$ cat src/rtl/snoop_bus_arb_if.sv
// Snoop bus bundle between the per-core miss requesters and the snoop arbiter.
// master = core/memory side, slave = arbiter.
interface snoop_bus_arb_if #(
  parameter int NUM_CPU = 4,
  parameter int TAG_W   = 16
);
  logic [NUM_CPU-1:0]       read_miss;
  logic [NUM_CPU-1:0]       write_miss;
  logic [NUM_CPU-1:0]       write_miss_state;
  logic [NUM_CPU*TAG_W-1:0] req_tag;
  logic [NUM_CPU-1:0]       cpu_search_found;
  logic                     mem_ack;
  logic [TAG_W-1:0]         tag_out;
  logic [NUM_CPU-1:0]       cpu_search;
  logic [NUM_CPU-1:0]       cpu_datasel;
  logic [NUM_CPU-1:0]       cpu_doing_curr_op;
  logic                     invalidate;
  logic                     mem_re;
  logic [NUM_CPU-1:0]       op_done;

  modport master (
    output read_miss, write_miss, write_miss_state, req_tag, cpu_search_found, mem_ack,
    input  tag_out, cpu_search, cpu_datasel, cpu_doing_curr_op, invalidate, mem_re, op_done
  );
  modport slave (
    input  read_miss, write_miss, write_miss_state, req_tag, cpu_search_found, mem_ack,
    output tag_out, cpu_search, cpu_datasel, cpu_doing_curr_op, invalidate, mem_re, op_done
  );
endinterface

$ cat src/rtl/snoop_bus_arb.sv
// Snoop bus arbiter: grants one core's miss, snoops peers, falls back to memory.
// Define SNOOP_RR_ARB_EN for round-robin arbitration (default: fixed priority, lowest index).
module snoop_bus_arb #(
  parameter int NUM_CPU = 4,
  parameter int TAG_W   = 16
) (
  input  logic            clk,
  input  logic            rst_n,
  snoop_bus_arb_if.slave  bus
);
  localparam int IDX_W = (NUM_CPU > 1) ? $clog2(NUM_CPU) : 1;

  typedef enum logic [2:0] {IDLE, SEARCH, RESP, MEM, DONE} state_t;
  state_t state, state_nx;

  logic [NUM_CPU-1:0] req, arb_oh, gnt, found_m, hit_oh;
  logic [IDX_W-1:0]   arb_idx;
  logic [TAG_W-1:0]   tag_q;
  logic               is_wr, is_upg;
  logic [NUM_CPU-1:0] search_nx, dsel_nx, doing_nx, done_nx;
  logic               inv_nx, mem_re_nx;
`ifdef SNOOP_RR_ARB_EN
  logic [IDX_W-1:0]   ptr, gnt_idx;
`endif

  assign req     = bus.read_miss | bus.write_miss;
  assign found_m = bus.cpu_search_found & ~gnt;
  assign arb_oh  = NUM_CPU'(1) << arb_idx;
  assign bus.tag_out = tag_q;

  // descending scan, last match wins -> first requester from the start index
  always_comb begin
    int i;
    i = 0;
    arb_idx = '0;
    for (int k = NUM_CPU-1; k >= 0; k--) begin
`ifdef SNOOP_RR_ARB_EN
      i = int'(ptr) + k;
      if (i >= NUM_CPU) i = i - NUM_CPU;
`else
      i = k;
`endif
      if (req[IDX_W'(i)]) arb_idx = IDX_W'(i);
    end
  end

  always_comb begin
    hit_oh = '0;
    for (int k = NUM_CPU-1; k >= 0; k--)
      if (found_m[k]) hit_oh = NUM_CPU'(1) << k;
  end

  always_comb begin
    state_nx = state;
    case (state)
      IDLE:    if (|req) state_nx = SEARCH;
      SEARCH:  state_nx = RESP;
      RESP:    state_nx = ((is_wr && is_upg) || (|found_m)) ? DONE : MEM;
      MEM:     if (bus.mem_ack) state_nx = DONE;
      DONE:    state_nx = IDLE;
      default: state_nx = IDLE;
    endcase
    // output registers are loaded from the next state so they line up with it
    search_nx = (state_nx == SEARCH) ? ~arb_oh : '0;
    inv_nx    = (state_nx == SEARCH) && bus.write_miss[arb_idx];
    doing_nx  = (state_nx == IDLE) ? '0 : ((state == IDLE) ? arb_oh : gnt);
    dsel_nx   = (state == RESP && state_nx == DONE && !(is_wr && is_upg)) ? hit_oh : '0;
    mem_re_nx = (state_nx == MEM);
    done_nx   = (state_nx == DONE) ? gnt : '0;
  end

  always_ff @(posedge clk or negedge rst_n) begin
    if (!rst_n) begin
      state                 <= IDLE;
      gnt                   <= '0;
      tag_q                 <= '0;
      is_wr                 <= 1'b0;
      is_upg                <= 1'b0;
      bus.cpu_search        <= '0;
      bus.cpu_datasel       <= '0;
      bus.cpu_doing_curr_op <= '0;
      bus.invalidate        <= 1'b0;
      bus.mem_re            <= 1'b0;
      bus.op_done           <= '0;
`ifdef SNOOP_RR_ARB_EN
      ptr                   <= '0;
      gnt_idx               <= '0;
`endif
    end else begin
      state                 <= state_nx;
      bus.cpu_search        <= search_nx;
      bus.cpu_datasel       <= dsel_nx;
      bus.cpu_doing_curr_op <= doing_nx;
      bus.invalidate        <= inv_nx;
      bus.mem_re            <= mem_re_nx;
      bus.op_done           <= done_nx;
      if (state == IDLE && state_nx == SEARCH) begin
        gnt    <= arb_oh;
        tag_q  <= bus.req_tag[arb_idx*TAG_W +: TAG_W];
        is_wr  <= bus.write_miss[arb_idx];
        is_upg <= bus.write_miss_state[arb_idx];
`ifdef SNOOP_RR_ARB_EN
        gnt_idx <= arb_idx;
`endif
      end
`ifdef SNOOP_RR_ARB_EN
      if (state == DONE)
        ptr <= (gnt_idx == IDX_W'(NUM_CPU-1)) ? '0 : gnt_idx + 1'b1;
`endif
    end
  end
endmodule

$ cat src/flat_wrapper.sv
// flat-port wrapper written by rule: the top's interface ports become plain ports
module snoop_bus_arb_flat 
#(
  parameter int NUM_CPU = 4,
  parameter int TAG_W   = 16
)
  (clk, rst_n, bus_read_miss, bus_write_miss, bus_write_miss_state, bus_req_tag, bus_cpu_search_found, bus_mem_ack, bus_tag_out, bus_cpu_search, bus_cpu_datasel, bus_cpu_doing_curr_op, bus_invalidate, bus_mem_re, bus_op_done);
  snoop_bus_arb_if #(.NUM_CPU(NUM_CPU), .TAG_W(TAG_W)) bus_i ();
  input  logic clk;
  input  logic rst_n;
  input wire logic [$bits(bus_i.read_miss)-1:0] bus_read_miss;
  input wire logic [$bits(bus_i.write_miss)-1:0] bus_write_miss;
  input wire logic [$bits(bus_i.write_miss_state)-1:0] bus_write_miss_state;
  input wire logic [$bits(bus_i.req_tag)-1:0] bus_req_tag;
  input wire logic [$bits(bus_i.cpu_search_found)-1:0] bus_cpu_search_found;
  input wire logic [$bits(bus_i.mem_ack)-1:0] bus_mem_ack;
  output wire logic [$bits(bus_i.tag_out)-1:0] bus_tag_out;
  output wire logic [$bits(bus_i.cpu_search)-1:0] bus_cpu_search;
  output wire logic [$bits(bus_i.cpu_datasel)-1:0] bus_cpu_datasel;
  output wire logic [$bits(bus_i.cpu_doing_curr_op)-1:0] bus_cpu_doing_curr_op;
  output wire logic [$bits(bus_i.invalidate)-1:0] bus_invalidate;
  output wire logic [$bits(bus_i.mem_re)-1:0] bus_mem_re;
  output wire logic [$bits(bus_i.op_done)-1:0] bus_op_done;
  assign bus_i.read_miss = bus_read_miss;
  assign bus_i.write_miss = bus_write_miss;
  assign bus_i.write_miss_state = bus_write_miss_state;
  assign bus_i.req_tag = bus_req_tag;
  assign bus_i.cpu_search_found = bus_cpu_search_found;
  assign bus_i.mem_ack = bus_mem_ack;
  assign bus_tag_out = bus_i.tag_out;
  assign bus_cpu_search = bus_i.cpu_search;
  assign bus_cpu_datasel = bus_i.cpu_datasel;
  assign bus_cpu_doing_curr_op = bus_i.cpu_doing_curr_op;
  assign bus_invalidate = bus_i.invalidate;
  assign bus_mem_re = bus_i.mem_re;
  assign bus_op_done = bus_i.op_done;
  snoop_bus_arb #(.NUM_CPU(NUM_CPU), .TAG_W(TAG_W)) u_core (.clk(clk), .rst_n(rst_n), .bus(bus_i));
endmodule
$ cat config.mk
export PLATFORM = sky130hd
export DESIGN_NAME = snoop_bus_arb_flat
export DESIGN_NICKNAME = d
export VERILOG_FILES = /design/src/rtl/snoop_bus_arb_if.sv /design/src/rtl/snoop_bus_arb.sv /design/src/flat_wrapper.sv
export SDC_FILE = /design/constraint.sdc
export NUM_CORES = 1
export LEC_CHECK = 0
export CORE_MARGIN = 4
export CORE_UTILIZATION = 38
export DETAILED_ROUTE_END_ITERATION = 12
export HOLD_SLACK_MARGIN = 0.02
export PLACE_DENSITY = 0.95
export SLEW_MARGIN = 10
export SYNTH_ARGS = -nofsm -noshare
export SYNTH_HDL_FRONTEND = slang
export SYNTH_SLANG_ARGS = --single-unit
export TNS_END_PERCENT = 10
$ cat constraint.sdc
create_clock -name clk -period 3.3 [get_ports clk]
set_input_delay 0.495 -clock clk [delete_from_list [all_inputs] [get_ports clk]]
set_output_delay 0.495 -clock clk [all_outputs]
set_load 0.02 [all_outputs]
Word-level counts from Yosys, hierarchy flattened
Index checks and enable logic that the tools add are counted.
{"block": "totals", "latchBits": 0, "wordCells": 54, "ram_bits": 0, "input_bits": 83, "regBits": 43, "rom_bits": 0, "mem_count": 0, "out_inout_bits": 34}
{"block": "classes", "n_shift": 2, "n_eq_ne": 6, "n_addsub": 0, "n_reduce_logical": 11, "multipliers": 0, "bitwise": 4, "muxes": 19, "n_lt_le_gt_ge": 1, "n_div": 0}
{"operator": "variable part select 64 x 7 -> 16 bit", "count": 1}
{"operator": "2-to-1 mux 4 bit", "count": 9}
{"operator": "case mux 3 bit (4 select lines)", "count": 1}
{"operator": "== test 3 x 2 -> 1 bit (second input constant)", "count": 3}
{"operator": "2-to-1 mux 3 bit", "count": 3}
{"operator": "NOT 4 bit", "count": 2}
{"operator": "OR reduction 4 bit", "count": 2}
{"operator": "== test 3 x 1 -> 1 bit (second input constant)", "count": 2}
{"operator": "zero test 3 bit", "count": 2}
{"operator": "logical AND 1 bit", "count": 5}
{"operator": "AND 4 bit", "count": 1}
{"operator": "binary-select mux 1 bit (select 2 bit)", "count": 2}
{"operator": "2-to-1 mux 2 bit", "count": 2}
{"operator": "OR 4 bit", "count": 1}
{"operator": "left shift 1 x 2 -> 4 bit (first input constant)", "count": 1}
{"operator": "== test 3 bit (second input constant)", "count": 1}
{"operator": "< comparator 2 x 3 -> 1 bit (second input constant)", "count": 1}
{"operator": "2-to-1 mux 1 bit", "count": 2}
{"operator": "zero test 1 bit", "count": 1}
{"operator": "logical OR 1 bit", "count": 1}

Depth between registers and ports, before layout
{"block": "depth", "word_depth": 10, "mapped_depth": 6, "mapped_depth_nobuf": 3}

Least setup slack after synthesis
Ideal clock, no wire load.
{"block": "synth_path", "kind": "input -> register", "start": "input port bus_write_miss[1]", "end": "register u_core.tag_q[10] (netlist: u_core.bus.tag_out[10])", "n_path_buf": 2, "t_arrival_ns": 1.945, "setup_ns": 0.125, "slack_ns": 1.230, "t_required_ns": 3.175, "stages": 5, "path_cell_list": "or4_1 o41a_1 buf_6 buf_12 mux2_4"}
{"block": "synth_via", "elab_chain_len": 6}
{"element": "start, declared", "line_no": "flat_wrapper.sv:12", "rtl": "input wire logic [$bits(bus_i.write_miss)-1:0] bus_write_miss;"}
{"element": "OR 4 bit", "line_no": "snoop_bus_arb.sv:26", "rtl": "assign req = bus.read_miss | bus.write_miss;"}
{"element": "OR reduction 4 bit", "line_no": "snoop_bus_arb.sv:56", "rtl": "IDLE: if (|req) state_nx = SEARCH;"}
{"element": "2-to-1 mux 3 bit", "line_no": "snoop_bus_arb.sv:56"}
{"element": "case mux 3 bit (4 select lines)", "line_no": "snoop_bus_arb.sv:55", "rtl": "case (state)"}
{"element": "== test 3 x 1 -> 1 bit", "line_no": "snoop_bus_arb.sv:97", "rtl": "if (state == IDLE && state_nx == SEARCH) begin"}
{"element": "logical AND 1 bit", "line_no": "snoop_bus_arb.sv:97"}
{"element": "end signal, assigned", "line_no": "snoop_bus_arb.sv:99", "rtl": "tag_q <= bus.req_tag[arb_idx*TAG_W +: TAG_W];"}
{"element": "end, declared", "line_no": "snoop_bus_arb.sv:18", "rtl": "logic [TAG_W-1:0] tag_q;"}
No other way between the ends.
A chain may end at the register's enable or synchronous reset.

Worst setup path in the final report
{"block": "layout_path", "start": "input port bus_write_miss[1]", "end": "register u_core.tag_q[3] (netlist: u_core.bus.tag_out[3])"}
Same word-level chain as after synthesis.

==> run_results.csv <==
group,metric,value,unit
clock_tree,postCtsSetupBuffers,0,
power_and_ir_drop,p_per_area,888.8,nW/um2
final_layout,area_growth,52.55,%
logic_synthesis,synth_edf_count,0,
timing,setup_tns,0,ns
global_route,antenna_found_initial,0,
final_layout,fill_cells,371,
global_route,grtUsageTotal,0.1453,
timing,rsz0062_at_grt,"no",
detailed_routing,avgViaCountPerCell,4.823,
setup_path,crit_start,"bus_write_miss[1]",
logic_synthesis,synth_flop_cell,"dfrtp_1",
floorplan,std_cell_rows,24,
clock_tree,clk_latency,0.28,ns
logic_synthesis,yosysSeqAreaShare,0.5322,
power_and_ir_drop,ir_drop,0.3310,mV
clock_tree,cts_tree,"yes",
timing,max_freq,446.4,MHz
setup_path,reg2reg_depth,3,
detailed_routing,remaining_drc_errors,0,
timing,hold_violations,0,
final_layout,layout_common_cells,"77 x clkdlybuf4s50_1, 36 x dfrtp_1, 22 x mux2_2",
hold_path,min-delay-path-class,"in2async",
timing,setup_violations,0,
logic_synthesis,synth_cell_type_count,33,
timing,period_share,0.6788,
floorplan,die_w,74.75,um
timing,clock_skew,0.004038,ns
detailed_routing,antenna_left,0,
final_layout,final_common_cell,"clkdlybuf4s50_1",
setup_path,cp.required,3.47,ns
clock_tree,htreeDepth,2,
global_route,grt_first_pass_wirelength,6127,um
final_layout,multi_input_area,691.9,um2
setup_path,path_cells,"clkdlybuf4s50_1 > or4_1 > o41a_1 > buf_4 > mux2_4",
clock_tree,clockBufferDepth,2,
placement,gp_congestion,0.8857,
logic_synthesis,ys.warnings.count,0,
final_layout,drive_gt1_frac,0.2260,
final_layout,antenna_cells,0,
setup_path,cp.arrival,2.41,ns
setup_path,critPathTopFamily,"buffers and inverters",
timing,worst_pin_slew,0.7926,ns
floorplan,initial_core_util,0.3915,
setup_path,reg2reg_to,"u_core.state[0]",
global_route,grt_overflow,0,
setup_path,path_buf_inv,2,
setup_path,crit_path_max_fanout,13,
timing,finalCriticalPeriod,2.240,ns
placement,port-buffer-count,78,
logic_synthesis,synth_seq_cells,36,
logic_synthesis,async_flop_share,1.000,
logic_synthesis,avgSynthCellArea,13.33,um2
global_route,grt_pass1_vias,1340,
floorplan,pin_count,117,
setup_path,regToRegSetupSlack,1.59,ns
final_layout,nets,290,
placement,hpwlAfterDp,3126,um
job,cap_violations,0,
clock_tree,path_clk_slew,0.07,ns
clock_tree,cts.sinks,36,
setup_path,critPathCaptureType,"register",
detailed_routing,dr.pass1.iters,4,
timing,slew_viol_final,0,
clock_tree,hold_buffers,0,
setup_path,crit_type,"in2reg",
detailed_routing,wire_per_inst,15.65,um
detailed_routing,wl,4068,um
floorplan,core,4324,um2
final_layout,register_area,900.9,um2
clock_tree,cts_root_buf,"clkbuf_8",
setup_path,worstSetupStartpointType,"input pin",
detailed_routing,drtIter0Drc,54,
run_status,status,"finished clean",
logic_synthesis,syn_area,1693,um2
setup_path,r2r-start,"u_core.is_wr",
setup_path,cp_slowest_stage_delay,0.52,ns
clock_tree,numCtsBuffers,5,
power_and_ir_drop,total_power,2.295,mW
logic_synthesis,synth_cells,127,
setup_path,critPathSlowestCell,"or4_1",
clock_tree,cts_resized,0,
timing,relSlewSlack,0.4647,
power_and_ir_drop,p_leak,1.119,nW
detailed_routing,vias,1254,
global_route,grt_max_degree,37,
floorplan,die_y,74.75,um
floorplan,die-area,5587,um2
[kinds of logic (layout without fill, tap and decap cells)]
group | Yosys count | after routing | synth area share
DFF | 36 | 36 | 0.5321
muxes | 35 | 35 | 0.2587
and+or+nand+nor | 28 | 28 | 0.09165
buffers and inverters | 16 | 94 | 0.06578
AOI/OAI and AO/OA | 11 | 11 | 0.04952
other | 1 | 4 | 0.002215
[worst max path at each step]
stage	to	slack (ns)	depth (start not counted)
final	u_core.bus.tag_out[3]	1.06	5
after global routing	u_core.bus.tag_out[3]	1.03	5
after detailed placement	u_core.bus.tag_out[11]	0.77	5
after floorplan	u_core.bus.tag_out[10]	1.23	5
after global placement	u_core.bus.tag_out[4]	0.78	5
after CTS	u_core.bus.tag_out[3]	1.06	5
[state kept, by name, summed over array words and instances (netlist names)]
signal and count:
u_core.is_upg 1, u_core.bus.invalidate 1, u_core.gnt 2, u_core.is_wr 1
u_core.state 3, u_core.bus.mem_re 1, u_core.bus.cpu_doing_curr_op 2, u_core.bus.tag_out 16
u_core.bus.cpu_datasel 4, u_core.bus.cpu_search 3, u_core.bus.op_done 2
[area by class of cell]
cell class,count,area share
tap,52,0.02519
clock buffer,5,0.02665
multi-input combinational,78,0.2679
clock inverter,3,0.01647
inverter,6,0.008721
timing repair buffer,80,0.3062
sequential,36,0.3488
[report_power, final]
part / internal (mW) / switching (mW) / total (mW)
Combinational: 0.635 / 0.519 / 1.15
Sequential: 0.636 / 0.127 / 0.763
Clock: 0.223 / 0.155 / 0.379
[layer usage]
layer,part of all wire,GRT usage,up-vias
li1,-,-,593
met1,0.36,0.1587,601
met2,0.54,0.2634,52
met3,0.081,0.03605,8
met4,0.020,0.06719,0
met5,0,0,-
[worst register-to-register path, cell delays in order, from the launching register on]
cell	delay, ns
dfrtp_1	0.41
a211o_1	0.33
o41ai_1	0.66
a31o_2	0.25
[cell usage after synthesis (2+ instances only)]
cell | number | share of area
dfrtp_1 | 36 | 0.53
mux2_2 | 22 | 0.15
mux2_4 | 12 | 0.11
inv_1 | 6 | 0.013
buf_4 | 5 | 0.022
nor2_1 | 5 | 0.011
nand2_1 | 4 | 0.0089
nor2b_1 | 4 | 0.015
nor3_1 | 4 | 0.012
buf_6 | 2 | 0.013
nand2b_1 | 2 | 0.0074
nor3b_1 | 2 | 0.0089
nor4b_1 | 2 | 0.010
o21a_1 | 2 | 0.0089
[through the flow]
step                        util  hold slack [ns]  setup slack, ns  std cells  instance area (um2)
after global placement    0.5715           0.4901           0.7809        252                 2471
after floorplan                -           0.1994            1.230        130                 1704
after global routing      0.5972           0.3577            1.025        260                 2582
final                     0.5972           0.2984            1.060        260                 2582
after CTS                 0.5972           0.3234            1.065        260                 2582
after detailed placement  0.5715           0.4936           0.7686        252                 2471
(Power assumes the default switching activity.)
